==> src/rtl/multibuf_ctrl_pkg.sv <==
// Shared types and defaults for the rotating multi-buffer controller.
// Buffer states, side FSM states and width helpers live here.
package multibuf_ctrl_pkg;

   localparam int N_BUF_DEFAULT    = 2;
   localparam int BUF_SIZE_DEFAULT = 8192;

   typedef enum logic [1:0] {
      BUF_EMPTY    = 2'd0,
      BUF_FILLING  = 2'd1,
      BUF_FULL     = 2'd2,
      BUF_DRAINING = 2'd3
   } buf_state_t;

   typedef enum logic {
      SIDE_IDLE = 1'b0,
      SIDE_OWN  = 1'b1
   } side_state_t;

   // A two-buffer ring still needs a one-bit index.
   function automatic int idx_width(input int n);
      return (n > 2) ? $clog2(n) : 1;
   endfunction

endpackage

==> src/rtl/multibuf_side_fsm.sv <==
// One side (producer or consumer) of the buffer ring: IDLE/OWN FSM,
// ring pointer and grant. The top applies the buffer-state writes it requests.
module multibuf_side_fsm
   import multibuf_ctrl_pkg::*;
#(
   parameter int         N_BUF       = N_BUF_DEFAULT,
   parameter buf_state_t REQ_STATE   = BUF_EMPTY,
   parameter buf_state_t CLAIM_STATE = BUF_FILLING,
   parameter buf_state_t DONE_STATE  = BUF_FULL,
   localparam int        IDX_W       = idx_width(N_BUF)
) (
   input  logic             clk,
   input  logic             reset,
   input  logic             flush,
   input  logic             acquire,
   input  logic             rel,
   input  logic [1:0]       cur_state,
   output logic             grant,
   output logic [IDX_W-1:0] ptr,
   output logic             wr_en,
   output logic [1:0]       wr_state,
   output logic             bad_rel,
   output logic             fsm_state
);

   // Handshake: acquire is a level request held by the requester until
   // grant rises one cycle after buffer[ptr] is seen in REQ_STATE; grant stays
   // high until the cycle after rel. rel without grant is a protocol error.
   side_state_t      state_q, state_d;
   logic [IDX_W-1:0] ptr_q, ptr_d;

   always_ff @(posedge clk) begin
      if (reset || flush) begin
         state_q <= SIDE_IDLE;
         ptr_q   <= '0;
      end else begin
         state_q <= state_d;
         ptr_q   <= ptr_d;
      end
   end

   always_comb begin
      state_d  = state_q;
      ptr_d    = ptr_q;
      wr_en    = 1'b0;
      wr_state = CLAIM_STATE;
      bad_rel  = 1'b0;
      case (state_q)
         SIDE_IDLE: begin
            if (acquire && (cur_state == REQ_STATE)) begin
               wr_en    = 1'b1;
               wr_state = CLAIM_STATE;
               state_d  = SIDE_OWN;
            end
            if (rel) bad_rel = 1'b1;
         end
         SIDE_OWN: begin
            if (rel) begin
               wr_en    = 1'b1;
               wr_state = DONE_STATE;
               ptr_d    = (ptr_q == IDX_W'(N_BUF - 1)) ? '0 : ptr_q + 1'b1;
               state_d  = SIDE_IDLE;
            end
         end
         default: state_d = SIDE_IDLE;
      endcase
   end

   assign grant     = (state_q == SIDE_OWN);
   assign ptr       = ptr_q;
   assign fsm_state = state_q;

endmodule

==> src/rtl/multibuf_ctrl.sv <==
// Rotating multi-buffer controller: producer fills, consumer drains, buffers
// cycle EMPTY -> FILLING -> FULL -> DRAINING -> EMPTY in ring order.
module multibuf_ctrl
   import multibuf_ctrl_pkg::*;
#(
   parameter int  N_BUF    = N_BUF_DEFAULT,
   parameter int  BUF_SIZE = BUF_SIZE_DEFAULT,
   localparam int IDX_W    = idx_width(N_BUF),
   localparam int LA_W     = $clog2(BUF_SIZE),
   localparam int PA_W     = $clog2(N_BUF * BUF_SIZE)
) (
   input  logic             clk,
   input  logic             reset,
   input  logic             flush,
   input  logic             prod_acquire,
   input  logic             prod_release,
   output logic             prod_grant,
   output logic [IDX_W-1:0] prod_buf_idx,
   input  logic [LA_W-1:0]  prod_local_addr,
   output logic [PA_W-1:0]  prod_phys_addr,
   input  logic             cons_acquire,
   input  logic             cons_release,
   output logic             cons_grant,
   output logic [IDX_W-1:0] cons_buf_idx,
   input  logic [LA_W-1:0]  cons_local_addr,
   output logic [PA_W-1:0]  cons_phys_addr,
   output logic [IDX_W:0]   full_count,
   output logic             all_empty,
   output logic             proto_err
);

   buf_state_t       buf_q [N_BUF];
   buf_state_t       buf_d [N_BUF];
   logic [IDX_W:0]   full_d;
   logic             empty_d;

   logic [IDX_W-1:0] p_ptr, c_ptr;
   logic             p_wr_en, c_wr_en, p_bad, c_bad, p_state, c_state;
   logic [1:0]       p_wr_state, c_wr_state;

   multibuf_side_fsm #(
      .N_BUF(N_BUF), .REQ_STATE(BUF_EMPTY),
      .CLAIM_STATE(BUF_FILLING), .DONE_STATE(BUF_FULL)
   ) u_prod (
      .clk(clk), .reset(reset), .flush(flush),
      .acquire(prod_acquire), .rel(prod_release),
      .cur_state(buf_q[p_ptr]),
      .grant(prod_grant), .ptr(p_ptr),
      .wr_en(p_wr_en), .wr_state(p_wr_state),
      .bad_rel(p_bad), .fsm_state(p_state)
   );

   multibuf_side_fsm #(
      .N_BUF(N_BUF), .REQ_STATE(BUF_FULL),
      .CLAIM_STATE(BUF_DRAINING), .DONE_STATE(BUF_EMPTY)
   ) u_cons (
      .clk(clk), .reset(reset), .flush(flush),
      .acquire(cons_acquire), .rel(cons_release),
      .cur_state(buf_q[c_ptr]),
      .grant(cons_grant), .ptr(c_ptr),
      .wr_en(c_wr_en), .wr_state(c_wr_state),
      .bad_rel(c_bad), .fsm_state(c_state)
   );

   // The two sides never write the same buffer: each only touches a buffer
   // in the state the other side has just handed over.
   always_comb begin
      buf_d = buf_q;
      if (flush) begin
         for (int i = 0; i < N_BUF; i++) buf_d[i] = BUF_EMPTY;
      end else begin
         if (p_wr_en) buf_d[p_ptr] = buf_state_t'(p_wr_state);
         if (c_wr_en) buf_d[c_ptr] = buf_state_t'(c_wr_state);
      end
   end

   always_comb begin
      full_d  = '0;
      empty_d = 1'b1;
      for (int i = 0; i < N_BUF; i++) begin
         if (buf_d[i] == BUF_FULL)  full_d  = full_d + (IDX_W+1)'(1);
         if (buf_d[i] != BUF_EMPTY) empty_d = 1'b0;
      end
   end

   always_ff @(posedge clk) begin
      if (reset) begin
         for (int i = 0; i < N_BUF; i++) buf_q[i] <= BUF_EMPTY;
         full_count <= '0;
         all_empty  <= 1'b1;
         proto_err  <= 1'b0;
      end else begin
         buf_q      <= buf_d;
         full_count <= full_d;
         all_empty  <= empty_d;
         if (!flush && (p_bad || c_bad)) proto_err <= 1'b1;
      end
   end

   assign prod_phys_addr = {prod_buf_idx, prod_local_addr};
   assign cons_phys_addr = {cons_buf_idx, cons_local_addr};
   assign prod_buf_idx   = p_ptr;
   assign cons_buf_idx   = c_ptr;

   // Ownership must always match the state of the owned buffer.
   a_prod_own: assert property (@(posedge clk) disable iff (reset)
      (p_state == SIDE_OWN) == (buf_q[p_ptr] == BUF_FILLING));
   a_cons_own: assert property (@(posedge clk) disable iff (reset)
      (c_state == SIDE_OWN) == (buf_q[c_ptr] == BUF_DRAINING));

endmodule

==> config.mk <==
export PLATFORM = sky130hd
export DESIGN_NAME = multibuf_ctrl
export DESIGN_NICKNAME = d
export VERILOG_FILES = /design/src/rtl/multibuf_ctrl_pkg.sv /design/src/rtl/multibuf_side_fsm.sv /design/src/rtl/multibuf_ctrl.sv
export SDC_FILE = /design/constraint.sdc
export NUM_CORES = 1
export LEC_CHECK = 0
export CORE_ASPECT_RATIO = 1.5
export CORE_UTILIZATION = 29
export CTS_BUF_LIST = sky130_fd_sc_hd__clkbuf_8
export DETAILED_ROUTE_END_ITERATION = 8
export HOLD_SLACK_MARGIN = 0.03
export PLACE_DENSITY_LB_ADDON = 0.1
export SYNTH_ARGS = -nofsm -noshare
export SYNTH_HDL_FRONTEND = slang
export SYNTH_SLANG_ARGS = --single-unit
export TNS_END_PERCENT = 5
==> constraint.sdc <==
create_clock -name clk -period 1.22 [get_ports clk]
set_input_delay 0.244 -clock clk [delete_from_list [all_inputs] [get_ports clk]]
set_output_delay 0.244 -clock clk [all_outputs]
set_load 0.01 [all_outputs]
# Yosys cells after proc, flatten, opt, wreduce, memory -nomap -nowiden
# Index checks and enable logic that the tools add are counted.
# W data, S select, Z words.
# word_totals
register_bits	12
inputBits	33
output_inout_bits	36
elab_cells	74
# op_classes
addsub	3
magnitude_cmp	4
eq_ne	3
muxes	38
n_bitwise	4
n_reduce_logical	13
# ops
cell	n
$mux W2	11
$mux W4	4
$mux W1	13
$bwmux W4	2
$pmux W1 S2	4
$pmux W2 S2	2
$eq A2 B2 Y1 const B	3
$logic_and A1 B1 Y1	5
$demux W2 S1	2
$ge A2 B2 Y1 const B	2
$lt A2 B1 Y1 const B	2
$not A1 Y2	2
$reduce_and A2 Y1	2
$reduce_bool A2 Y1	2
$add A1 B1 Y1 const B	2
$add A2 B1 Y2 const B	1
$logic_not A2 Y1	1
$logic_or A1 B1 Y1	2
$not A1 Y1	2
$logic_not A1 Y1	1

# Depth between registers and ports, before layout
# Gate-level depths: netlist (run 1).
# depth
word_depth	17
ltp_mapped	6
mapped_depth_nobuf	5

# Cells and area by module
# A second synthesis (run 1) with hierarchy kept.
# hier_totals
cells_unflattened	103
area_unflattened_um2	915.9
# modules_own_cells
mod	n_inst	cells_per_inst	area_per_inst_um2	seq_area_each_um2
multibuf_ctrl	1	77	646.9	160.2
multibuf_side_fsm at u_cons	1	13	145.1	40.0
multibuf_side_fsm at u_prod	1	13	123.9	40.0

# Least setup slack after synthesis (run 1)
# OpenSTA, ideal clock, no wires.
# synth_timing
path_kind	reg2reg
startpoint	register u_prod.ptr_q (netlist: u_prod.ptr)
endpoint	register all_empty
setup_time_ns	0.116
arrival_time_ns	1.229
required_ns	1.104
slack_ns	-0.125
path_stages_with_launch	7
path_buffers	1
synth_period_minus_slack_ns	1.345
path_cell_list	dfxtp_1 -> buf_6 -> nor4b_2 -> o221ai_2 -> nand2_1 -> nor2_1 -> a31o_1
# synth_between
elab_chain_len	16
elab_cells_between_ends	23
classes_between	order compare (2); mux (15); bitwise (1); reduce/logical (5)
# synth_rtl
item	line_no	text
start, declared	multibuf_side_fsm.sv:30	logic [IDX_W-1:0] ptr_q, ptr_d;
start signal, assigned	multibuf_side_fsm.sv:38	ptr_q <= ptr_d;
$not A1 Y2 (not written as such) (*)	multibuf_ctrl.sv:47, multibuf_ctrl.sv:72	
$mux W2 (not written as such) (3 in a row)	multibuf_ctrl.sv:47	.cur_state(buf_q[p_ptr]),
$logic_not A2 Y1	multibuf_side_fsm.sv:50	if (acquire && (cur_state == REQ_STATE)) begin
$logic_and A1 B1 Y1	multibuf_side_fsm.sv:50	
$mux W1	multibuf_side_fsm.sv:50	
$pmux W1 S2	multibuf_side_fsm.sv:48	case (state_q)
$mux W4 (*)	multibuf_ctrl.sv:72	if (p_wr_en) buf_d[p_ptr] = buf_state_t'(p_wr_state);
$mux W4 (*)	multibuf_ctrl.sv:69	if (flush) begin
$bwmux W4	multibuf_ctrl.sv:73	if (c_wr_en) buf_d[c_ptr] = buf_state_t'(c_wr_state);
$mux W4 (*)	multibuf_ctrl.sv:73	
$mux W4 (*)	multibuf_ctrl.sv:69	
$reduce_bool A2 Y1	multibuf_ctrl.sv:82	if (buf_d[i] != BUF_EMPTY) empty_d = 1'b0;
$mux W1	multibuf_ctrl.sv:82	
$mux W1 (*)	multibuf_ctrl.sv:82	
end signal, assigned	multibuf_ctrl.sv:95	all_empty <= empty_d;
end, declared	multibuf_ctrl.sv:28	output logic all_empty,
# Mark *: on every way between the ends. The rest lies on a longest branch, timed or not. The select of a mux whose other input is x is not followed.
# A chain may end at the register's enable or synchronous reset.

# Final worst setup path (run 1)
# Ends and elaborated chain as after synthesis.

==> reports/metrics.yaml, run 1 <==
power:
  p_seq_frac: 0.432
  clkPwrFrac: 0.462
  switching_share: 0.217
  power_density_nw_per_um2: 1040
  comb_power_share: 0.106
  vdd_ir_drop_max_uv: 621
  power.switching_mw: 0.205
  leakagePower_nw: 0.396
  internal_power_mw: 0.738
sta:
  max_freq_mhz: 795
  slew_violations: 0
  setup_viol: 1
  layout_setup_ws_ps: -38.6
  rsz0062_at_grt: "true"
  finClkSkew_ps: 1.55
  final_hold_viol_count: 0
  worstMarginPinSlew_ps: 243
  slew-limit-headroom: 0.838
  fin_tns_setup_ps: -38.6
  min_period_ps: 1260
  fin_crit_sh: 1.03
setup_path:
  r2r-start: "u_prod.ptr$_SDFFE_PP0N_"
  reg2reg_slack_ps: -40
  cp.arrival_ps: 1400
  rr_endpoint: "all_empty$_SDFF_PP1_"
  required_ps: 1360
  path_max_fanout: 7
  cp.buffers_inverters: 0
  cpMaxStageDelayCell: "dfxtp_4"
  crit_type: "reg2reg"
  worstRegToRegCells: 5
  critical-path-top-delay-family: "simple AND/OR/NAND/NOR gates"
  crit_chain: "nor4b_4 -> o221ai_2 -> nand2_1 -> nor2_1 -> a31o_1"
  start_kind: "register"
  max_stage_delay_ps: 360
  end_kind: "register"
die:
  num_rows: 22
  io_pins: 69
  die_area_um2: 2970
  die-width_um: 44.8
  fp.dieH_um: 66.2
  start_util: 0.315
  fp.coreArea_um2: 2530
global_route:
  grtUsageMet3: 0.0328
  grt_max_degree: 12
  grt_pass1_wl_um: 2530
  grt_overflow: 0
  grt_use_met2: 0.195
  grtUsageMet1: 0.114
  busiest_layer: "met2"
  grt_usage: 0.116
  antenna_found_initial: 0
  grt_pass1_vias: 608
flow_run:
  cap_violations: 0
drt:
  dr.pass1.iters: 2
  drtIter0Drc: 3
  vias: 569
  totalWireLength_um: 1560
  via_per_inst: 4.48
  wl_per_cell_um: 12.3
  drc: 0
  ant_nets: 0
synthesis:
  synth.avg_cell_area_um2: 8.66
  ys_seq_area_frac: 0.301
  ys_top_cells_by_count: "buf_4, dfxtp_1, nor2_1"
  synth_most_common_cell: "buf_4"
  synth_nets: 125
  ys_ff_latch: 12
  synth.distinct_cells: 30
  synthCells: 92
  async_reset_ff_frac: 0
  synth_edf_count: 0
  yosys_warnings: 0
  synthesis.area_um2: 797
  synth_top_area_frac: 0.301
  ys.flop_type: "dfxtp_1"
  yosysTopAreaCell: "dfxtp_1"
  yosys-top-cells-area: "dfxtp_1, buf_4, nor2_1"
clock_tree:
  clockRootBuffer: "clkbuf_8"
  cts_buffer_depth: 2
  cts_tree: "yes"
  cts_buffers: 3
  ctsHoldBuffers: 0
  htree_num_levels: 1
  clock_latency_ps: 240
  cts_sinks: 12
  path_clk_slew_ps: 50
cells_and_area:
  fillers: 269
  area_growth_pct: 13.8
  layout.nets: 125
  drive_above_1_share: 0.330
  diodes: 0
placed_design:
  post-place-ws_ps: -392
  finalWeightedCongestion: 0.761
  hpwlAfterDp_um: 1140
  port_buffers: 16
hold_path:
  holdPathStages: 3
  min_to: "u_prod.fsm_state$_SDFF_PP0_"
  hold_path_startpoint: "prod_acquire"
  hp-class: "in2reg"
run_status:
  violations: "setup timing"
  status: "finished with violations"
-- power groups by stage --
| stage | registers, mW | clock network [mW] | logic (mW) |
|---|---|---|---|
| finish | 0.407 | 0.436 | 0.0999 |
| global route | 0.409 | 0.462 | 0.109 |
| CTS | 0.410 | 0.447 | 0.101 |
| detailed placement | 0.422 | 0 | 0.108 |
| global placement | 0.421 | 0 | 0.109 |
| floorplan | 0.422 | 0 | 0.138 |
-- timing repair --
item | CTS | global route
pin swaps | 2 | 6
buffers inserted | 0 | 1
endpoints found under the setup margin | 14 | 6
gates resized for setup | 18 | 8
-- sequential cells by signal, indices dropped and copies added (netlist names) --
register,cells
u_prod.ptr,1
all_empty,1
u_cons.ptr,1
buf_q,4
full_count,2
u_prod.fsm_state,1
u_cons.fsm_state,1
proto_err,1
-- cells in the final DEF, fill, tap and decap left out, types with 2 or more instances in the layout --
master           synthesis  layout
clkdlybuf4s50_1          0       3
clkbuf_8                 0       4
nand2_1                  7       7
clkbuf_2                 0       2
a21oi_1                  6       6
dfxtp_1                 12       7
nand3b_1                 2       2
buf_4                   28       8
dlygate4sd2_1            0      10
nand2b_1                 2       2
o21ai_2                  1       2
and3b_1                  2       2
dfxtp_4                  0       3
dfxtp_2                  0       2
nand3_1                  2       2
nor2_1                   9       9
-- per-stage QoR --
stage / utilization / cells / area (µm²) / hold slack [ps] / total power, mW
floorplan: - / 92 / 808 / 316 / 0.560
finish: 0.358 / 127 / 907 / 395 / 0.943
global route: 0.358 / 127 / 907 / 427 / 0.980
detailed placement: 0.334 / 122 / 847 / 477 / 0.530
global placement: 0.334 / 122 / 847 / 457 / 0.530
CTS: 0.357 / 126 / 903 / 488 / 0.958
-- kinds of logic after synthesis --
kind of cell,synth area share
AND/OR/NAND/NOR,0.272
XOR/XNOR,0.0220
AO/OA/AOI/OAI,0.107
multiplexers,0.0141
buffers and inverters,0.284
flip-flops,0.301
-- worst min-delay path: stages --
cell	delay [ps]
dlymetal6s2s_1	140
or3b_1	160
a21oi_1	50
-- worst max path at each step --
stage                            startpoint  slack (ps)                  endpoint  cells past startpoint
global placement               cons_release        -390  full_count[1]$_SDFF_PP0_                      5
CTS                            prod_acquire        -110      all_empty$_SDFF_PP1_                      6
global route        u_prod.ptr$_SDFFE_PP0N_        -110      all_empty$_SDFF_PP1_                      5
floorplan           u_prod.ptr$_SDFFE_PP0N_         -30  full_count[0]$_SDFF_PP0_                      6
finish              u_prod.ptr$_SDFFE_PP0N_         -40      all_empty$_SDFF_PP1_                      5
detailed placement             cons_release        -390  full_count[1]$_SDFF_PP0_                      5
-- per-layer routing --
layer  routed length, µm  up-vias
li1                    -      280
met1                 571      266
met2                 822       15
met3                 126        8
met4                  40        0
met5                   0        -
-- cell type report --
class	count	area, µm²	share of cell area
clock buffers	4	55.1	0.0607
multi-input cells	50	348	0.383
flip-flops and latches	12	254	0.280
well taps	36	45.0	0.0497
repair buffers	25	205	0.226
Power figures use the tool's default switching activity.
==> inputs of run 2 (changes only) <==
SKIP_CTS_REPAIR_TIMING = 1   (was default)
==> run 2 against run 1 <==
The run still ends with setup timing left. Clock-buffer cell count unchanged. Power is 0.57% higher. Final cell count decreased by 0.79%. Critical path depth is the same. Largest cell class unchanged. Largest power group unchanged.
==> reports/metrics.yaml, run 2 (synthesized netlist as in run 1, its figures left out) <==
run_status:
  status: "finished with violations"  # unchanged
  violations: "setup timing"  # unchanged
setup_path:
  required_ps: 1380  # was 1360 ps
  crit_type: "in2reg"  # was reg2reg
  path_max_fanout: 5  # was 7
  worstRegToRegCells: 5  # unchanged
  start_kind: "input pin"  # was register
  crit_chain: "clkdlybuf4s50_1 -> nand2_1 -> o221ai_2 -> nand2_1 -> nor4b_2"  # was nor4b_4 -> o221ai_2 -> nand2_1 -> nor2_1 -> a31o_1
  reg2reg_slack_ps: -70  # was -40 ps
  cpMaxStageDelayCell: "clkdlybuf4s50_1"  # was dfxtp_4
  critical-path-top-delay-family: "buffers and inverters"  # was simple AND/OR/NAND/NOR gates
  r2r-start: "buf_q[1]$_SDFF_PP0_"  # was u_prod.ptr$_SDFFE_PP0N_
  rr_endpoint: "full_count[0]$_SDFF_PP0_"  # was all_empty$_SDFF_PP1_
  cp.arrival_ps: 1510  # was 1400 ps
  cp.buffers_inverters: 1  # was 0
  end_kind: "register"  # unchanged
  crit_top_cell: "nand2_1"
  max_stage_delay_ps: 540  # was 360 ps
global_route:
  grt_pass1_vias: 583  # was 608
  grt_overflow: 0  # unchanged
  grt_pass1_wl_um: 2430  # was 2530 µm
  grt_max_degree: 12  # unchanged
  grt_usage: 0.112  # was 0.116
  antenna_found_initial: 0  # unchanged
cells_and_area:
  area_growth_pct: 18.1  # was 13.8%
  top_regs: "buf_q x4, full_count x2"  # unchanged
  final_cell_mix: "dlymetal6s2s_1, nor2_1, dfxtp_1, buf_4, nand2_1"  # was dlygate4sd2_1, nor2_1, buf_4
  layout.nets: 124  # was 125
  drive_above_1_share: 0.278  # was 0.330
  largest_register_ffs: 4  # unchanged
  final_common_cell: "dlymetal6s2s_1"  # was dlygate4sd2_1
  regMostFlops: "buf_q"  # unchanged
  fin_cells: 126  # was 127
  fin_util: 0.372  # was 0.358
  diodes: 0  # unchanged
clock_tree:
  clockRootBuffer: "clkbuf_8"  # unchanged
  path_clk_slew_ps: 50  # about the same
  cts_buffer_depth: 2  # unchanged
  clock_latency_ps: 240  # about the same
  cts_buffers: 3  # unchanged
  htree_num_levels: 1  # unchanged
  cts_sinks: 12  # unchanged
  cts_tree: "yes"  # unchanged
drt:
  dr.pass1.iters: 2  # unchanged
  wl_per_cell_um: 11.7  # was 12.3 µm
  ant_nets: 0  # unchanged
  drc: 0  # unchanged
  via_per_inst: 4.41  # was 4.48
  totalWireLength_um: 1480  # was 1560 µm
  vias: 556  # was 569
  drtIter0Drc: 2  # was 3
sta:
  slew_violations: 0  # unchanged
  layout_setup_ws_ps: -127  # was -38.6 ps
  final_hold_viol_count: 0  # unchanged
  slew-limit-headroom: 0.839  # was 0.838
  max_freq_mhz: 743  # was 795 MHz
  finClkSkew_ps: 0.934  # was 1.55 ps
  worstMarginPinSlew_ps: 242  # was 243 ps
  rsz0062_at_grt: "true"  # unchanged
  min_period_ps: 1350  # was 1260 ps
  setup_viol: 4  # was 1
  fin_crit_sh: 1.10  # was 1.03
hold_path:
  min_to: "u_cons.ptr$_SDFFE_PP0P_"  # was u_prod.fsm_state$_SDFF_PP0_
  hold_path_startpoint: "cons_release"  # was prod_acquire
  holdPathStages: 4  # was 3
  hp-class: "in2reg"  # unchanged
power:
  vdd_ir_drop_max_uv: 621  # about the same
  p_total_mw: 0.949  # was 0.943 mW
  power_density_nw_per_um2: 1010  # was 1040 nW/µm²
  leakagePower_nw: 0.512  # was 0.396 nW
die:
  num_rows: 22  # unchanged
  die-width_um: 44.8  # unchanged
  fp.coreArea_um2: 2530  # unchanged
  io_pins: 69  # unchanged
  die_area_um2: 2970  # unchanged
  start_util: 0.315  # unchanged
  fp.dieH_um: 66.2  # unchanged
placed_design:
  hpwlAfterDp_um: 1140  # unchanged
  port_buffers: 16  # unchanged
  placedCellCount: 122  # unchanged
  finalWeightedCongestion: 0.761  # unchanged
flow_run:
  cap_violations: 0  # unchanged
## run 2: cell types whose count changed in the layout (fill, tap and decap cells not counted), sizes merged
cell	before	now
dlymetal6s2s	1	11
clkdlybuf4s50	3	5
clkbuf	6	4
buf	9	8
dlygate4sd2	10	0
## run 2: through the flow
| stage | hold slack, ps | worst slack (ps) | cell area, µm² | TNS (ps) |
|---|---|---|---|---|
| 6_report | 381 | -127 | 941 | -350 |
| 5_1_grt | 467 | -218 | 941 | -738 |
| 4_1_cts | 488 | -294 | 902 | -2530 |
| 3_5_place_dp | 477 | -392 | 847 | -2520 |
| 3_3_place_gp | 457 | -391 | 847 | -2540 |
| 2_1_floorplan | 316 | -25.8 | 808 | -35.3 |
## run 2: how the worst max path moves through the flow
stage / cells past startpoint / slack [ps] / start / to
6_report: 5 / -130 / prod_release / full_count[1]$_SDFF_PP0_
4_1_cts: 1 / -290 / u_prod.ptr$_SDFFE_PP0N_ / prod_phys_addr[13]
5_1_grt: 5 / -220 / prod_release / full_count[1]$_SDFF_PP0_
3_3_place_gp: 5 / -390 / cons_release / full_count[1]$_SDFF_PP0_
3_5_place_dp: 5 / -390 / cons_release / full_count[1]$_SDFF_PP0_
2_1_floorplan: 6 / -30 / u_prod.ptr$_SDFFE_PP0N_ / full_count[0]$_SDFF_PP0_
## run 2: layout make-up
type | instances | area, µm²
clock buffer | 4 | 55.1
sequential | 12 | 250
tap | 36 | 45.0
fill | 264 | 1590
multi-input combinational | 50 | 343
timing repair buffer | 24 | 248
## run 2: where the power goes
part	leakage (nW)	switching, mW	internal, mW
registers	0.100	0.0102	0.399
clock network	0.0288	0.149	0.285
logic	0.383	0.0431	0.0616
total	0.512	0.202	0.746
## run 2: worst min-delay path, stage by stage
cell            delay (ps)
dlymetal6s2s_1         160
nand2_1                 70
nand2_1                 50
a21oi_1                 60
## run 2: layer usage
| metal | wire (µm) | share of wire | vias to the layer above | GRT usage |
|---|---|---|---|---|
| met3 | 129 | 0.087 | 8 | 0.0328 |
| met1 | 545 | 0.37 | 255 | 0.112 |
| li1 | - | - | 278 | - |
| met5 | 0 | 0 | - | 0 |
| met2 | 762 | 0.52 | 15 | 0.182 |
| met4 | 42 | 0.028 | 0 | 0.0947 |
==> inputs of run 3 (changes only) <==
CORE_UTILIZATION = 30   (was 29)
CTS_BUF_LIST = sky130_fd_sc_hd__clkbuf_8 sky130_fd_sc_hd__clkbuf_16   (was sky130_fd_sc_hd__clkbuf_8)
SYNTH_HIERARCHICAL = 1   (was default)
==> run 3 against run 2 <==
Critical path depth increased by 3. The run still ends with setup timing left. Core utilization increased by 2.2 points. Fmax is 41% lower. Clock-buffer cell count shrank 1. Non-clock buffer count rose by 17. Largest power group is now registers. Via count up 27%. Final cell count rose by 23%.
==> reports/metrics.yaml, run 3 <==
die:
  io_pins: 69  # unchanged
  fp.coreArea_um2: 2910  # was 2530 µm²
  num_rows: 24  # was 22
  die-width_um: 47.1  # was 44.8 µm
  fp.dieH_um: 69.7  # was 66.2 µm
  die_area_um2: 3280  # was 2970 µm²
  start_util: 0.314  # was 0.315
sta:
  slew-limit-headroom: 0.799  # was 0.839
  min_period_ps: 2280  # was 1350 ps
  slew_violations: 0  # unchanged
  layout_setup_ws_ps: -1060  # was -127 ps
  final_hold_viol_count: 0  # unchanged
  setup_viol: 8  # was 4
  max_freq_mhz: 438  # was 743 MHz
  finClkSkew_ps: 5.35  # was 0.934 ps
  worstMarginPinSlew_ps: 299  # was 242 ps
  fin_tns_setup_ps: -6520  # was -350 ps
  fin_crit_sh: 1.87  # was 1.10
  rsz0062_at_grt: "true"  # unchanged
synthesis:
  synthesis.area_um2: 916  # was 797 µm²
  ys_seq_area_frac: 0.262  # was 0.301
  synth_edf_count: 0  # unchanged
  yosysTopAreaCell: "dfxtp_1"  # unchanged
  synth_mux_area_frac: 0.0355  # was 0.0141
  synthCells: 103  # was 92
  synthAdderAreaFrac: 0  # unchanged
  synth.avg_cell_area_um2: 8.89  # was 8.66 µm²
  synth_most_common_cell: "buf_4"  # unchanged
  synth_nets: 136  # was 125
  async_reset_ff_frac: 0  # unchanged
  ys_top_cells_by_count: "buf_4, dfxtp_1, nor2_1"  # unchanged
  synth-simple-area-share: 0.255  # was 0.272
  synth_top_family_by_area: "buffers and inverters"  # unchanged
  synth_top_area_frac: 0.262  # was 0.301
  ys_ff_latch: 12  # unchanged
  synth_compound_area_frac: 0.172  # was 0.107
  yosys_warnings: 6  # was 0
  ys.flop_type: "dfxtp_1"  # unchanged
  synthXorXnorAreaFrac: 0  # was 0.0220
  yosys-top-cells-area: "dfxtp_1, buf_4, a211oi_2"  # was dfxtp_1, buf_4, nor2_1
  synth.distinct_cells: 32  # was 30
cells_and_area:
  final_cell_mix: "buf_4, nor2_1, dfxtp_1"  # was dlymetal6s2s_1, nor2_1, dfxtp_1, buf_4, nand2_1
  area_growth_pct: 25.1  # was 18.1%
  drive_above_1_share: 0.422  # was 0.278
  largest_register_ffs: 4  # unchanged
  regMostFlops: "buf_q"  # unchanged
  ff_latch_area_um2: 245  # was 250 µm²
  layout.nets: 150  # was 124
  diodes: 0  # unchanged
  multiInputGateArea_um2: 450  # was 343 µm²
  final_common_cell: "buf_4"  # was dlymetal6s2s_1
  top_regs: "buf_q x4, full_count x2"  # unchanged
  fillers: 337  # was 264
clock_tree:
  cts_buffers: 3  # unchanged
  cts_buffer_depth: 2  # unchanged
  htree_num_levels: 1  # unchanged
  path_clk_slew_ps: 50  # about the same
  cts_tree: "yes"  # unchanged
  cts_sinks: 12  # unchanged
  clockRootBuffer: "clkbuf_8"  # unchanged
  clock_latency_ps: 240  # about the same
drt:
  vias: 708  # was 556
  drtIter0Drc: 9  # was 2
  wl_per_cell_um: 13.3  # was 11.7 µm
  totalWireLength_um: 2060  # was 1480 µm
  drc: 0  # unchanged
  via_per_inst: 4.57  # was 4.41
  ant_nets: 0  # unchanged
  dr.pass1.iters: 2  # unchanged
global_route:
  grt_pass1_vias: 709  # was 583
  grt_pass1_wl_um: 3170  # was 2430 µm
  grt_max_degree: 11  # was 12
  grt_overflow: 0  # unchanged
  antenna_found_initial: 0  # unchanged
  grt_usage: 0.135  # was 0.112
power:
  p_total_mw: 0.926  # was 0.949 mW
  power_density_nw_per_um2: 808  # was 1010 nW/µm²
  vdd_ir_drop_max_uv: 455  # was 621 µV
  leakagePower_nw: 0.564  # was 0.512 nW
placed_design:
  port_buffers: 16  # unchanged
  hpwlAfterDp_um: 1650  # was 1140 µm
  finalWeightedCongestion: 0.733  # was 0.761
setup_path:
  cp.arrival_ps: 2450  # was 1510 ps
  path_max_fanout: 6  # was 5
  required_ps: 1390  # was 1380 ps
  crit_type: "reg2reg"  # was in2reg
  end_kind: "register"  # unchanged
  start_kind: "register"  # was input pin
run_status:
  status: "finished with violations"  # unchanged
  violations: "setup timing"  # unchanged
hold_path:
  hp-class: "reg2reg"  # was in2reg
flow_run:
  cap_violations: 0  # unchanged
run 3: critical path, stage by stage (launching register included):
cell     delay [ps]
dfxtp_4         350
mux2_4          300
or4b_4          510
nand2_4         110
nor2b_4         150
mux2i_1          80
a211o_1         270
or3_1           320
a21oi_2         120
run 3: path summary, 6_finish.rpt:
check | slack [ps] | start | cells past startpoint | endpoint
setup / recovery | -1060 | u_prod/ptr$_SDFFE_PP0P_ | 8 | full_count[0]$_SDFF_PP0_
hold / removal | 470 | proto_err$_SDFFE_PP0P_ | 2 | proto_err$_SDFFE_PP0P_
setup reg to reg | -1060 | u_prod/ptr$_SDFFE_PP0P_ | 8 | full_count[0]$_SDFF_PP0_
hold reg to reg | 470 | proto_err$_SDFFE_PP0P_ | 2 | proto_err$_SDFFE_PP0P_
run 3: kinds of logic (layout without fill, tap and decap cells):
family,after synthesis,in the layout
AND/OR/NAND/NOR,37,37
buffers and inverters,34,47
AO/OA/AOI/OAI,17,17
flip-flops,12,12
multiplexers,3,3
run 3: layout make-up:
type | count | share of cell area
Clock buffer | 3 | 0.0360
Clock inverter | 1 | 0.00328
Inverter | 2 | 0.00655
Sequential cell | 12 | 0.214
Timing Repair Buffer | 41 | 0.305
Tap cell | 39 | 0.0426
Multi-Input combinational cell | 57 | 0.393
run 3: metrics by stage:
stage / instances / utilization / hold WS [ps] / setup WS, ps / area [µm²]
floorplan: 103 / - / 307 / -1160 / 931
global placement: 151 / 0.372 / 452 / -1060 / 1080
detailed placement: 151 / 0.372 / 472 / -1060 / 1080
CTS: 155 / 0.387 / 484 / -1060 / 1130
global route: 155 / 0.393 / 488 / -1170 / 1150
finish: 155 / 0.393 / 468 / -1060 / 1150
run 3: report_power, final:
part / switching [mW] / internal, mW
combinational: 0.0689 / 0.0915
sequential: 0.00459 / 0.400
clock: 0.139 / 0.221
total: 0.213 / 0.713
run 3: layer usage:
metal | part of all wire | global-route usage | up-vias | wire, µm
li1 | - | - | 350 | -
met1 | 0.40 | 0.142 | 322 | 813
met2 | 0.52 | 0.221 | 30 | 1080
met3 | 0.060 | 0.0391 | 6 | 123
met4 | 0.020 | 0.0794 | 0 | 42
met5 | 0 | 0 | - | 0
